File: src/rtl/strand_load_sequencer.sv
// Strand load sequencer: warm-up, credit-limited load requests, result drain.
// Abortable batch controller feeding the correlator over a valid/ready handshake.
module strand_load_sequencer #(
    parameter int WARMUP_CYCLES   = 5,
    parameter int MAX_OUTSTANDING = 4,
    parameter int IDX_W           = 32
) (
    input  logic                                 clk,
    input  logic                                 rst_n,
    input  logic                                 start,
    input  logic                                 abort,
    input  logic [IDX_W-1:0]                     num_of_strands,
    output logic                                 load_valid,
    output logic [IDX_W-1:0]                     load_idx,
    input  logic                                 cor_ready,
    input  logic                                 res_valid,
    output logic [$clog2(MAX_OUTSTANDING+1)-1:0] outstanding,
    output logic                                 busy,
    output logic                                 done,
    output logic                                 err_zero,
    output logic                                 proto_err
);

    localparam int OW = $clog2(MAX_OUTSTANDING + 1);
    localparam int WW = $clog2(WARMUP_CYCLES + 2);
    localparam logic [OW-1:0] MAX_O = OW'(MAX_OUTSTANDING);
    localparam logic [WW-1:0] WARM_LAST =
        WW'((WARMUP_CYCLES > 0) ? (WARMUP_CYCLES - 1) : 0);

    typedef enum logic [2:0] {
        S_IDLE,
        S_WARMUP,
        S_LOAD,
        S_DRAIN,
        S_DONE
    } state_t;

    state_t           state_q, state_d;
    logic [IDX_W-1:0] n_q, n_d;
    logic [IDX_W-1:0] idx_q, idx_d;
    logic [OW-1:0]    out_q, out_d;
    logic [WW-1:0]    warm_q, warm_d;
    logic             err_zero_q, err_zero_d;
    logic             proto_err_q, proto_err_d;
    logic             xfer;
    logic             stray_res;

    always_comb begin
        load_valid  = (state_q == S_LOAD) && (out_q < MAX_O);
        xfer        = load_valid && cor_ready;
        stray_res   = res_valid && (out_q == '0) && !xfer;
        load_idx    = idx_q;
        outstanding = out_q;
        busy        = (state_q != S_IDLE);
        done        = (state_q == S_DONE);
        err_zero    = err_zero_q;
        proto_err   = proto_err_q;
    end

    always_comb begin
        state_d     = state_q;
        n_d         = n_q;
        idx_d       = idx_q;
        out_d       = out_q;
        warm_d      = warm_q;
        err_zero_d  = 1'b0;
        proto_err_d = proto_err_q | stray_res;

        // A result paired with a same-cycle transfer nets to zero.
        if (xfer && !res_valid) begin
            out_d = out_q + OW'(1);
        end else if (!xfer && res_valid && (out_q != '0)) begin
            out_d = out_q - OW'(1);
        end

        unique case (state_q)
            S_IDLE: begin
                if (start) begin
                    if (num_of_strands != '0) begin
                        n_d         = num_of_strands;
                        idx_d       = '0;
                        warm_d      = '0;
                        proto_err_d = 1'b0;
                        state_d     = (WARMUP_CYCLES == 0) ? S_LOAD : S_WARMUP;
                    end else begin
                        err_zero_d = 1'b1;
                    end
                end
            end
            S_WARMUP: begin
                if (warm_q == WARM_LAST) begin
                    state_d = S_LOAD;
                end else begin
                    warm_d = warm_q + WW'(1);
                end
            end
            S_LOAD: begin
                if (xfer) begin
                    idx_d = idx_q + IDX_W'(1);
                    if (idx_q == n_q - IDX_W'(1)) begin
                        state_d = S_DRAIN;
                    end
                end
            end
            S_DRAIN: begin
                if (out_d == '0) begin
                    state_d = S_DONE;
                end
            end
            S_DONE: begin
                state_d = S_IDLE;
            end
            default: begin
                state_d = S_IDLE;
            end
        endcase

        if (abort && (state_q != S_IDLE)) begin
            state_d = S_IDLE;
            idx_d   = '0;
            out_d   = '0;
            warm_d  = '0;
        end
    end

    always_ff @(posedge clk or negedge rst_n) begin
        if (!rst_n) begin
            state_q     <= S_IDLE;
            n_q         <= '0;
            idx_q       <= '0;
            out_q       <= '0;
            warm_q      <= '0;
            err_zero_q  <= 1'b0;
            proto_err_q <= 1'b0;
        end else begin
            state_q     <= state_d;
            n_q         <= n_d;
            idx_q       <= idx_d;
            out_q       <= out_d;
            warm_q      <= warm_d;
            err_zero_q  <= err_zero_d;
            proto_err_q <= proto_err_d;
        end
    end

endmodule

File: config.mk
export PLATFORM = sky130hd
export DESIGN_NAME = strand_load_sequencer
export DESIGN_NICKNAME = d
export VERILOG_FILES = /design/src/rtl/strand_load_sequencer.sv
export SDC_FILE = /design/constraint.sdc
export NUM_CORES = 1
export LEC_CHECK = 0
export CORE_MARGIN = 2
export CORE_UTILIZATION = 40
export CTS_BUF_LIST = sky130_fd_sc_hd__clkbuf_2 sky130_fd_sc_hd__clkbuf_4 sky130_fd_sc_hd__clkbuf_8
export CTS_CLUSTER_SIZE = 30
export DETAILED_ROUTE_END_ITERATION = 6
export PLACE_DENSITY = 0.65
export SLEW_MARGIN = 20
export SYNTH_ARGS = -nofsm -noshare
export SYNTH_HDL_FRONTEND = slang
export SYNTH_SLANG_ARGS = --single-unit
File: constraint.sdc
create_clock -name clk -period 2.6 [get_ports clk]
set_clock_uncertainty 0.1 [all_clocks]
set_input_delay 0.26 -clock clk [delete_from_list [all_inputs] [get_ports clk]]
set_output_delay 0.26 -clock clk [all_outputs]
set_load 0.01 [all_outputs]
---- Yosys cells after proc, flatten, opt, wreduce, memory -nomap -nowiden ----
Cells that the tools add are included.
word-level totals
  bits in registers ....................... 75
  word-level logic and storage cells ...... 76
  input port bits ......................... 38
  output and inout port bits .............. 40
cells by class
  eq/ne operators ......................... 13
  reduce and logical (&&, ||, !) cells .... 22
  mux-type cells .......................... 27
  add/sub/neg operators ................... 5
  order comparisons ....................... 1
  bitwise gates (word level) .............. 1
operator list
  cell                                                count
  two-way mux 32 bit                                  4
  case mux 32 bit (2 select lines)                    1
  two-way mux 3 bit                                   14
  adder 32 x 1 -> 32 bit, second input constant       1
  == test 32 bit                                      1
  nonzero test 32 bit                                 1
  subtractor 32 x 1 -> 32 bit, second input constant  1
  != test 3 bit, second input constant                5
  case mux 3 bit (4 select lines)                     1
  nonzero test 3 bit                                  4
  logical NOT 3 bit                                   3
  logical AND 1 bit                                   8
  AND reduction 4 bit                                 2
  adder 3 x 1 -> 3 bit, second input constant         2
  == test 3 x 2 -> 1 bit, second input constant       2
  == test 3 bit, second input constant                2
  two-way mux 1 bit                                   6
  case mux 3 bit (2 select lines)                     1
  AND reduction 6 bit                                 1
  == test 3 x 1 -> 1 bit, second input constant       1
  < comparator 3 bit, second input constant           1
  != test 3 x 1 -> 1 bit, second input constant       1
  != test 3 x 2 -> 1 bit, second input constant       1
  AND reduction 3 bit                                 1
  3 further kinds                                     4

---- Logic depth before layout (Yosys ltp) ----
Gate-level depths: netlist of the first run.
  depth in word-level cells ............... 12
  gate-level depth with buffers ........... 11
  depth with buffers taken out ............ 10

---- Worst setup path after synthesis of the first run ----
No wires, ideal clock.
  path type ............................... flip-flop to flip-flop
  from .................................... register n_q[5]
  to ...................................... register state_q[0]
  path slack .............................. -278 ps
  library setup time ...................... 78 ps
  data arrival time ....................... 2700 ps
  period minus slack after synthesis ...... 2878 ps
  stages on the path, launching flop included .. 11
  required time ........................... 2422 ps
  buffers on the path ..................... 2
  path through ............................ dfrtp_1 > buf_6 > or4_4 > or4_4 > buf_6 > nor3b_1 > o31ai_1 > a211o_1 > nor4_2 > nand4_1 > a21oi_1
on the way
  word-level cells in the longest chain between the ends .. 4
RTL lines
  element                           line  source
  from (decl)                       39    logic [IDX_W-1:0] n_q, n_d;
  from (signal assigned)            137   n_q <= n_d;
  subtractor 32 x 1 -> 32 bit       100   if (idx_q == n_q - IDX_W'(1)) begin
  == test 32 bit                    100
  != test 3 x 1 -> 1 bit (no line)  n/a
  AND reduction 6 bit (no line)     n/a
  to (signal assigned)              136   state_q <= state_d;
  to (decl)                         38    state_t state_q, state_d;
Every way passes these cells.
A chain may end at the register's enable or synchronous reset.

---- Worst setup path after layout of the first run ----
  from .................................... register n_q[6]
  to ...................................... register state_q[0]
The elaborated chain is that of the path after synthesis.

==> results of run 1 <==
state kept, by name, summed over array words and instances, names as in the netlist:
name	cells
warm_q	3
load_idx	32
n_q	32
state_q	3
outstanding	3
err_zero	1
proto_err	1
placed cells by master, fill, tap and decap left out, types with 7 or more instances in the layout:
master	instances
inv_1	14
nor3_1	7
xnor2_1	34
a21oi_1	9
and4_1	7
o21ai_0	21
nor2_1	47
clkbuf_8	12
nand4_1	10
nand3_1	17
dfrtp_1	75
mux2_2	33
nand2b_1	9
xor2_1	30
nor4_1	19
buf_4	69
or4_1	10
nand2_1	27
clkdlybuf4s50_1	76
or3_1	8
per-stage QoR:
stage / hold slack [ns] / cell area, sq um / power [mW]
after CTS: 0.407 / 6520 / 5.89
after floorplan: -0.136 / 4850 / 3.54
final: 0.423 / 6520 / 5.86
after global routing: 0.415 / 6520 / 6.25
after detailed placement: 0.361 / 6220 / 4.66
after global placement: 0.374 / 6220 / 4.58
critical path, stage by stage (launching register included):
cell and delay [ns]:
dfrtp_1 0.38, or4_4 0.56, or4_4 0.59, and4bb_2 0.34, nor3_1 0.05, o31ai_1 0.20
and3_1 0.21, nand4_1 0.10, a21oi_1 0.14
power by group through the flow:
| stage | combinational (mW) | clock (mW) | sequential, mW |
|---|---|---|---|
| floorplan | 1.74 | 0 | 1.80 |
| global placement | 2.78 | 0 | 1.79 |
| detailed placement | 2.85 | 0 | 1.81 |
| CTS | 2.89 | 1.21 | 1.79 |
| global route | 3.16 | 1.25 | 1.84 |
| finish | 2.89 | 1.18 | 1.79 |
what timing repair did:
item                                   CTS  global route
resized for setup                        4             2
gates cloned                             0             0
pin swaps                                1             0
hold buffers                             1             0
setup endpoints to repair                1             3
endpoints found under the hold margin   75             0
cell families (layout without fill, tap and decap cells):
| group | Yosys count | count (layout) | share of synthesized area |
|---|---|---|---|
| DFF | 75 | 75 | 0.393 |
| xor gates and xnor gates | 64 | 64 | 0.117 |
| AOI/OAI and AO/OA | 75 | 75 | 0.105 |
| and+or+nand+nor | 206 | 206 | 0.246 |
| muxes | 37 | 37 | 0.0862 |
| buffers and inverters | 38 | 178 | 0.0338 |
| adders and majority gates | 7 | 7 | 0.0183 |
layout make-up:
class | count | area (sq um)
Clock buffer | 12 | 165
Clock inverter | 4 | 95.1
Fill cell | 1031 | 5000
Inverter | 14 | 52.6
Multi-Input combinational cell | 389 | 2820
Sequential cell | 75 | 1880
Tap cell | 143 | 179
Timing Repair Buffer | 148 | 1330
synth_stat cells, drive strengths merged (10+ instances only):
cell type   n
nor2       47
nand3      18
xor2       30
mux2       33
inv        14
clkbuf     21
o21ai      23
nor4       22
dfrtp      75
or4        13
nand2      27
xnor2      34
nand4      10
path summary, 6_finish.rpt:
path / endpoint / slack, ns / cells past startpoint
setup / recovery: state_q[0] / -0.14 / 8
hold / removal: proto_err / 0.42 / 2
setup reg to reg: state_q[0] / -0.14 / 8
hold reg to reg: proto_err / 0.42 / 2
max in group asynchronous: load_idx[1] / 1.30 / 2
min in group asynchronous: load_idx[14] / 0.50 / 2
metal layers:
metal,part of all wire,routed length (microns),global-route usage,vias to the layer above
met1,0.44,5950,0.278,2141
met3,0.050,663,0.0418,35
met2,0.47,6280,0.349,140
li1,-,-,-,2106
met4,0.036,485,0.102,0
met5,0,0,0,-
==> metrics.md, run 1 <==
| Metric | Value |
|---|---|
| Syn. warnings | 0 |
| Failing checks | DRC, setup timing |
| EDFF count, synth | 0 |
| Pre-CTS setup slack | -0.171 ns |
| Worst Hold Class | reg -> reg |
| Maximum VDD drop | 0.000560 V |
| Comb power frac | 0.493 |
| Initial antenna violation count | 0 |
| Initial Utilization | 0.415 |
| Largest net degree at the start of global routing | 76 |
| WP data arrival | 2.95 ns |
| Post-synth top area share | 0.393 |
| Status | finished with violations |
| Tightest Pin Transition | 0.967 ns |
| Final Max Tran Viols | 0 |
| Layout Cells excl Fill | 785 |
| Post-DP HPWL | 9970 microns |
| Final period utilization | 1.05 |
| Share of post-route cells with drive strength above 1 | 0.229 |
| Library cells used by synthesis | 58 |
| Setup bufs post-CTS | 0 |
| Flops & latches, synth | 75 |
| CTS H-Tree Depth | 3 |
| Unrepaired setup endpoints after global routing | yes |
| Detailed Route Iter0 Violations | 221 |
| # DRC | 4 |
| First-pass GRT wire length | 21800 microns |
| Max-Cap Viols | 0 |
| Final hold violations | 0 |
| Max_slew headroom | 0.355 |
| Synth area leader | dfrtp_1 |
| Main synth FF type | dfrtp_1 |
| Cells after Synth | 502 |
| Post-Place Cells | 768 |
| Core ar. | 11500 sq um |
| Sw power | 2.19 mW |
| Worst endpoint required time | 2.80 ns |
| Post-route ant nets | 0 |
| Worst-Skew Late Latency | 0.38 ns |
| Crit-path max FO | 8 |
| Pre-antenna DRT Iters | 7 |
| Final worst path period need | 2.74 ns |
| CTS max path bufs | 2 |
| CP Capture Type | flop |
| Pwr Density | 900 nW/um^2 |
| Clk sinks | 75 |
| Io pins | 78 |
| Clk slew on worst S/H paths | 0.08 ns |
| Register area share after synthesis | 0.393 |
| # diodes | 0 |
| Leak | 2.65 nW |
| I/O Buffers | 77 |
| Syn Std Cell Area | 4780 sq um |
| Max Freq | 0.365 GHz |
| Final #Nets | 682 |
| Share of power burned in registers | 0.305 |
| Post-Route WL | 13400 microns |
| Die width | 113 microns |
| Area delta synth->final | 36.4% |
| Vias | 4422 |
| GR Util All Layers | 0.215 |
| Setup tns final | -0.142 ns |
| Internal power | 3.67 mW |
| Synth async-reset ratio | 1.00 |
| Hold Path Origin | proto_err |
| CP Launch Type | flop |
| CTS tree | built |
| Wire per inst | 17.0 microns |
| CTS Root Cell | clkbuf_8 |
| Final setup viols | 1 |
| Mapped Nets | 547 |
| Die area | 12800 sq um |
| Area contributors post-synth | dfrtp_1 (39%), mux2_2 (7.8%), xnor2_1 (6.2%) |
| Clock power frac | 0.202 |
| Vias/cell | 5.63 |
| GRT overflow | 0 |
| Average cell area after synthesis | 9.51 sq um |
| CP Class | reg -> reg |
| Critical R2R Launch | n_q[6] |
| Cts bufs inserted | 9 |
| Final weighted congestion in routability-driven placement | 0.873 |
| Final worst-path setup slack | -0.142 ns |
| Sw frac | 0.374 |
| Worst setup startpoint | n_q[6] |
| Number of global-route vias before repair | 4479 |
| Layout Utilization | 0.566 |
| Die Ht | 113 microns |
| Row count | 39 |
(Power assumes the default switching activity.)
==> run 2: changes to the inputs <==
--- a/config.mk
+++ b/config.mk
@@ -10,6 +10,7 @@
 export CTS_BUF_LIST = sky130_fd_sc_hd__clkbuf_2 sky130_fd_sc_hd__clkbuf_4 sky130_fd_sc_hd__clkbuf_8
 export CTS_CLUSTER_SIZE = 30
 export DETAILED_ROUTE_END_ITERATION = 6
+export GPL_TIMING_DRIVEN = 0
 export PLACE_DENSITY = 0.65
 export SLEW_MARGIN = 20
 export SYNTH_ARGS = -nofsm -noshare
==> run 2 against run 1 <==
Effect of this change:
- the flow still finishes with violations (DRC, setup timing)
- critical path depth up 1
- final cell count fell by 5.6%
- combinational power decreased by 16%
- worst setup slack got worse by 0.19 ns
- flip-flop and latch count unchanged
- first-iteration DRC count up 4.5%
- die area did not move
- largest power group unchanged
- highest routed layer unchanged
==> metrics.md, run 2 (synthesis results as in run 1) <==
| Metric | Value |
|---|---|
| Status | finished with violations (unchanged) |
| Failing checks | DRC, setup timing (unchanged) |
| I/O Buffers | 76 (was 77) |
| Sequence of cells on the critical path | buf_6, or4_4, or4_4, mux2i_1, o31ai_1, a211o_1, nor4_2, nand4_1, a21oi_1 (was or4_4, or4_4, and4bb_2, nor3_1, o31ai_1, and3_1, nand4_1, a21oi_1) |
| Max Freq | 0.341 GHz (was 0.365 GHz) |
| CP dominant cell by count | or4_4 (unchanged) |
| Post-Route WL | 12600 microns (was 13400 microns) |
| Core ar. | 11500 sq um (unchanged) |
| Final worst path period need | 2.93 ns (was 2.74 ns) |
| Unrepaired setup endpoints after global routing | yes (unchanged) |
| Delay-heaviest family, CP | simple AND/OR/NAND/NOR gates (unchanged) |
| CTS max path bufs | 2 (unchanged) |
| Vias | 4152 (was 4422) |
| Final setup viols | 1 (unchanged) |
| Wire per inst | 17.0 microns (about the same) |
| GRT overflow | 0 (unchanged) |
| CP Class | reg -> reg (unchanged) |
| Worst Hold Class | in -> async (was reg -> reg) |
| Leak | 2.40 nW (was 2.65 nW) |
| CTS Root Cell | clkbuf_8 (unchanged) |
| Most common cell after layout, fill and taps aside | clkdlybuf4s50_1 (unchanged) |
| Final Max Tran Viols | 0 (unchanged) |
| Cts bufs inserted | 9 (unchanged) |
| Pre-antenna DRT Iters | 6 (was 7) |
| Final hold violations | 0 (unchanged) |
| Vias/cell | 5.60 (was 5.63) |
| Io pins | 78 (unchanged) |
| Crit-path max FO | 8 (unchanged) |
| Initial Utilization | 0.415 (unchanged) |
| # DRC | 5 (was 4) |
| Clk slew on worst S/H paths | 0.09 ns (was 0.08 ns) |
| Max_slew headroom | 0.397 (was 0.355) |
| CTS tree | built (unchanged) |
| Row count | 39 (unchanged) |
| Number of global-route vias before repair | 4054 (was 4479) |
| CP Buf/Inv Count | 1 (was 0) |
| Worst endpoint required time | 2.78 ns (was 2.80 ns) |
| Post-DP HPWL | 9350 microns (was 9970 microns) |
| Final period utilization | 1.13 (was 1.05) |
| Max-Cap Viols | 0 (unchanged) |
| First-pass GRT wire length | 20600 microns (was 21800 microns) |
| Worst-Skew Late Latency | 0.35 ns (was 0.38 ns) |
| Final worst-path setup slack | -0.333 ns (was -0.142 ns) |
| Commonest non-fill, non-tap cells in the layout | clkdlybuf4s50_1 (75), dfrtp_1 (73), nor2_1 (46) (was clkdlybuf4s50_1 (76), dfrtp_1 (75), buf_4 (69)) |
| Layout Cells excl Fill | 741 (was 785) |
| Post-Place Cells | 722 (was 768) |
| Power Total | 5.40 mW (was 5.86 mW) |
| CP Launch Type | flop (unchanged) |
| WP data arrival | 3.11 ns (was 2.95 ns) |
| Detailed Route Iter0 Violations | 231 (was 221) |
| Die area | 12800 sq um (unchanged) |
| CTS H-Tree Depth | 3 (unchanged) |
| Pre-CTS setup slack | -0.876 ns (was -0.171 ns) |
| Largest net degree at the start of global routing | 50 (was 76) |
| Post-route ant nets | 0 (unchanged) |
| CP max stage delay | 0.62 ns (was 0.59 ns) |
| CP Capture Type | flop (unchanged) |
| # diodes | 0 (unchanged) |
| Setup tns final | -0.333 ns (was -0.142 ns) |
| Clk sinks | 75 (unchanged) |
| Pwr Density | 873 nW/um^2 (was 900 nW/um^2) |
| Final weighted congestion in routability-driven placement | 0.844 (was 0.873) |
| Slowest-stage cell, CP | or4_4 (unchanged) |
| GR Util All Layers | 0.200 (was 0.215) |
| Tightest Pin Transition | 0.897 ns (was 0.967 ns) |
| Die Ht | 113 microns (unchanged) |
| Final #Nets | 639 (was 682) |
| Area delta synth->final | 29.6% (was 36.4%) |
| Maximum VDD drop | 0.000402 V (was 0.000560 V) |
| Initial antenna violation count | 0 (unchanged) |
| Share of post-route cells with drive strength above 1 | 0.177 (was 0.229) |
| Die width | 113 microns (unchanged) |
[run 2: metal layers]
layer	part of all wire	up-vias	GRT usage	wire length [microns]
met3	0.047	16	0.0327	593
met5	0	-	0	0
met4	0.012	0	0.0528	153
met1	0.45	2034	0.270	5680
met2	0.49	87	0.336	6160
li1	-	2015	-	-
[run 2: timing repair]
item | in CTS | in global routing
setup buffers | 8 | 4
setup endpoints to repair | 65 | 34
resized for setup | 18 | 11
endpoints found under the hold margin | 26 | 0
hold buffers | 1 | 0
pin swaps | 4 | 2
[run 2: worst paths after layout]
path,from,end,slack (ns),cells after the start
worst min-delay path,rst_n,load_idx[14],0.26,2
min in group clk,res_valid,outstanding[2],0.36,4
max in group asynchronous,rst_n,load_idx[6],1.54,3
worst max register to register,n_q[6],state_q[0],-0.33,9
worst max-delay path,n_q[6],state_q[0],-0.33,9
worst min register to register,state_q[2],state_q[1],0.44,1
[run 2: stage by stage]
| stage | hold slack [ns] | cell area (sq um) | util |
|---|---|---|---|
| after floorplan | -0.136 | 4850 | - |
| after CTS | 0.258 | 6140 | 0.534 |
| after global routing | 0.277 | 6190 | 0.537 |
| after global placement | 0.387 | 5790 | 0.503 |
| after detailed placement | 0.105 | 5810 | 0.505 |
| final | 0.258 | 6190 | 0.537 |
[run 2: report_power, final]
group	leakage, nW	switching (mW)	internal, mW
logic	1.33	1.23	1.21
clock network	0.108	0.441	0.558
registers	0.964	0.476	1.49
[run 2: layout make-up]
class                      instances  area, sq um
clock buffer                      10          138
fill                            1081         5330
inverter                          14         52.6
timing repair buffer              90          886
buffer                            15         90.1
clock inverter                     5         77.6
tap                              143          179
multi-input combinational        389         2890
sequential                        75         1880
==> run 3: changes to the inputs <==
--- a/config.mk
+++ b/config.mk
@@ -12,7 +12,7 @@
 export DETAILED_ROUTE_END_ITERATION = 6
 export GPL_TIMING_DRIVEN = 0
 export PLACE_DENSITY = 0.65
-export SLEW_MARGIN = 20
+export SLEW_MARGIN = 25
 export SYNTH_ARGS = -nofsm -noshare
 export SYNTH_HDL_FRONTEND = slang
 export SYNTH_SLANG_ARGS = --single-unit
==> results of run 3 <==
Final layout, timing and power as in run 2 (identical DEF).
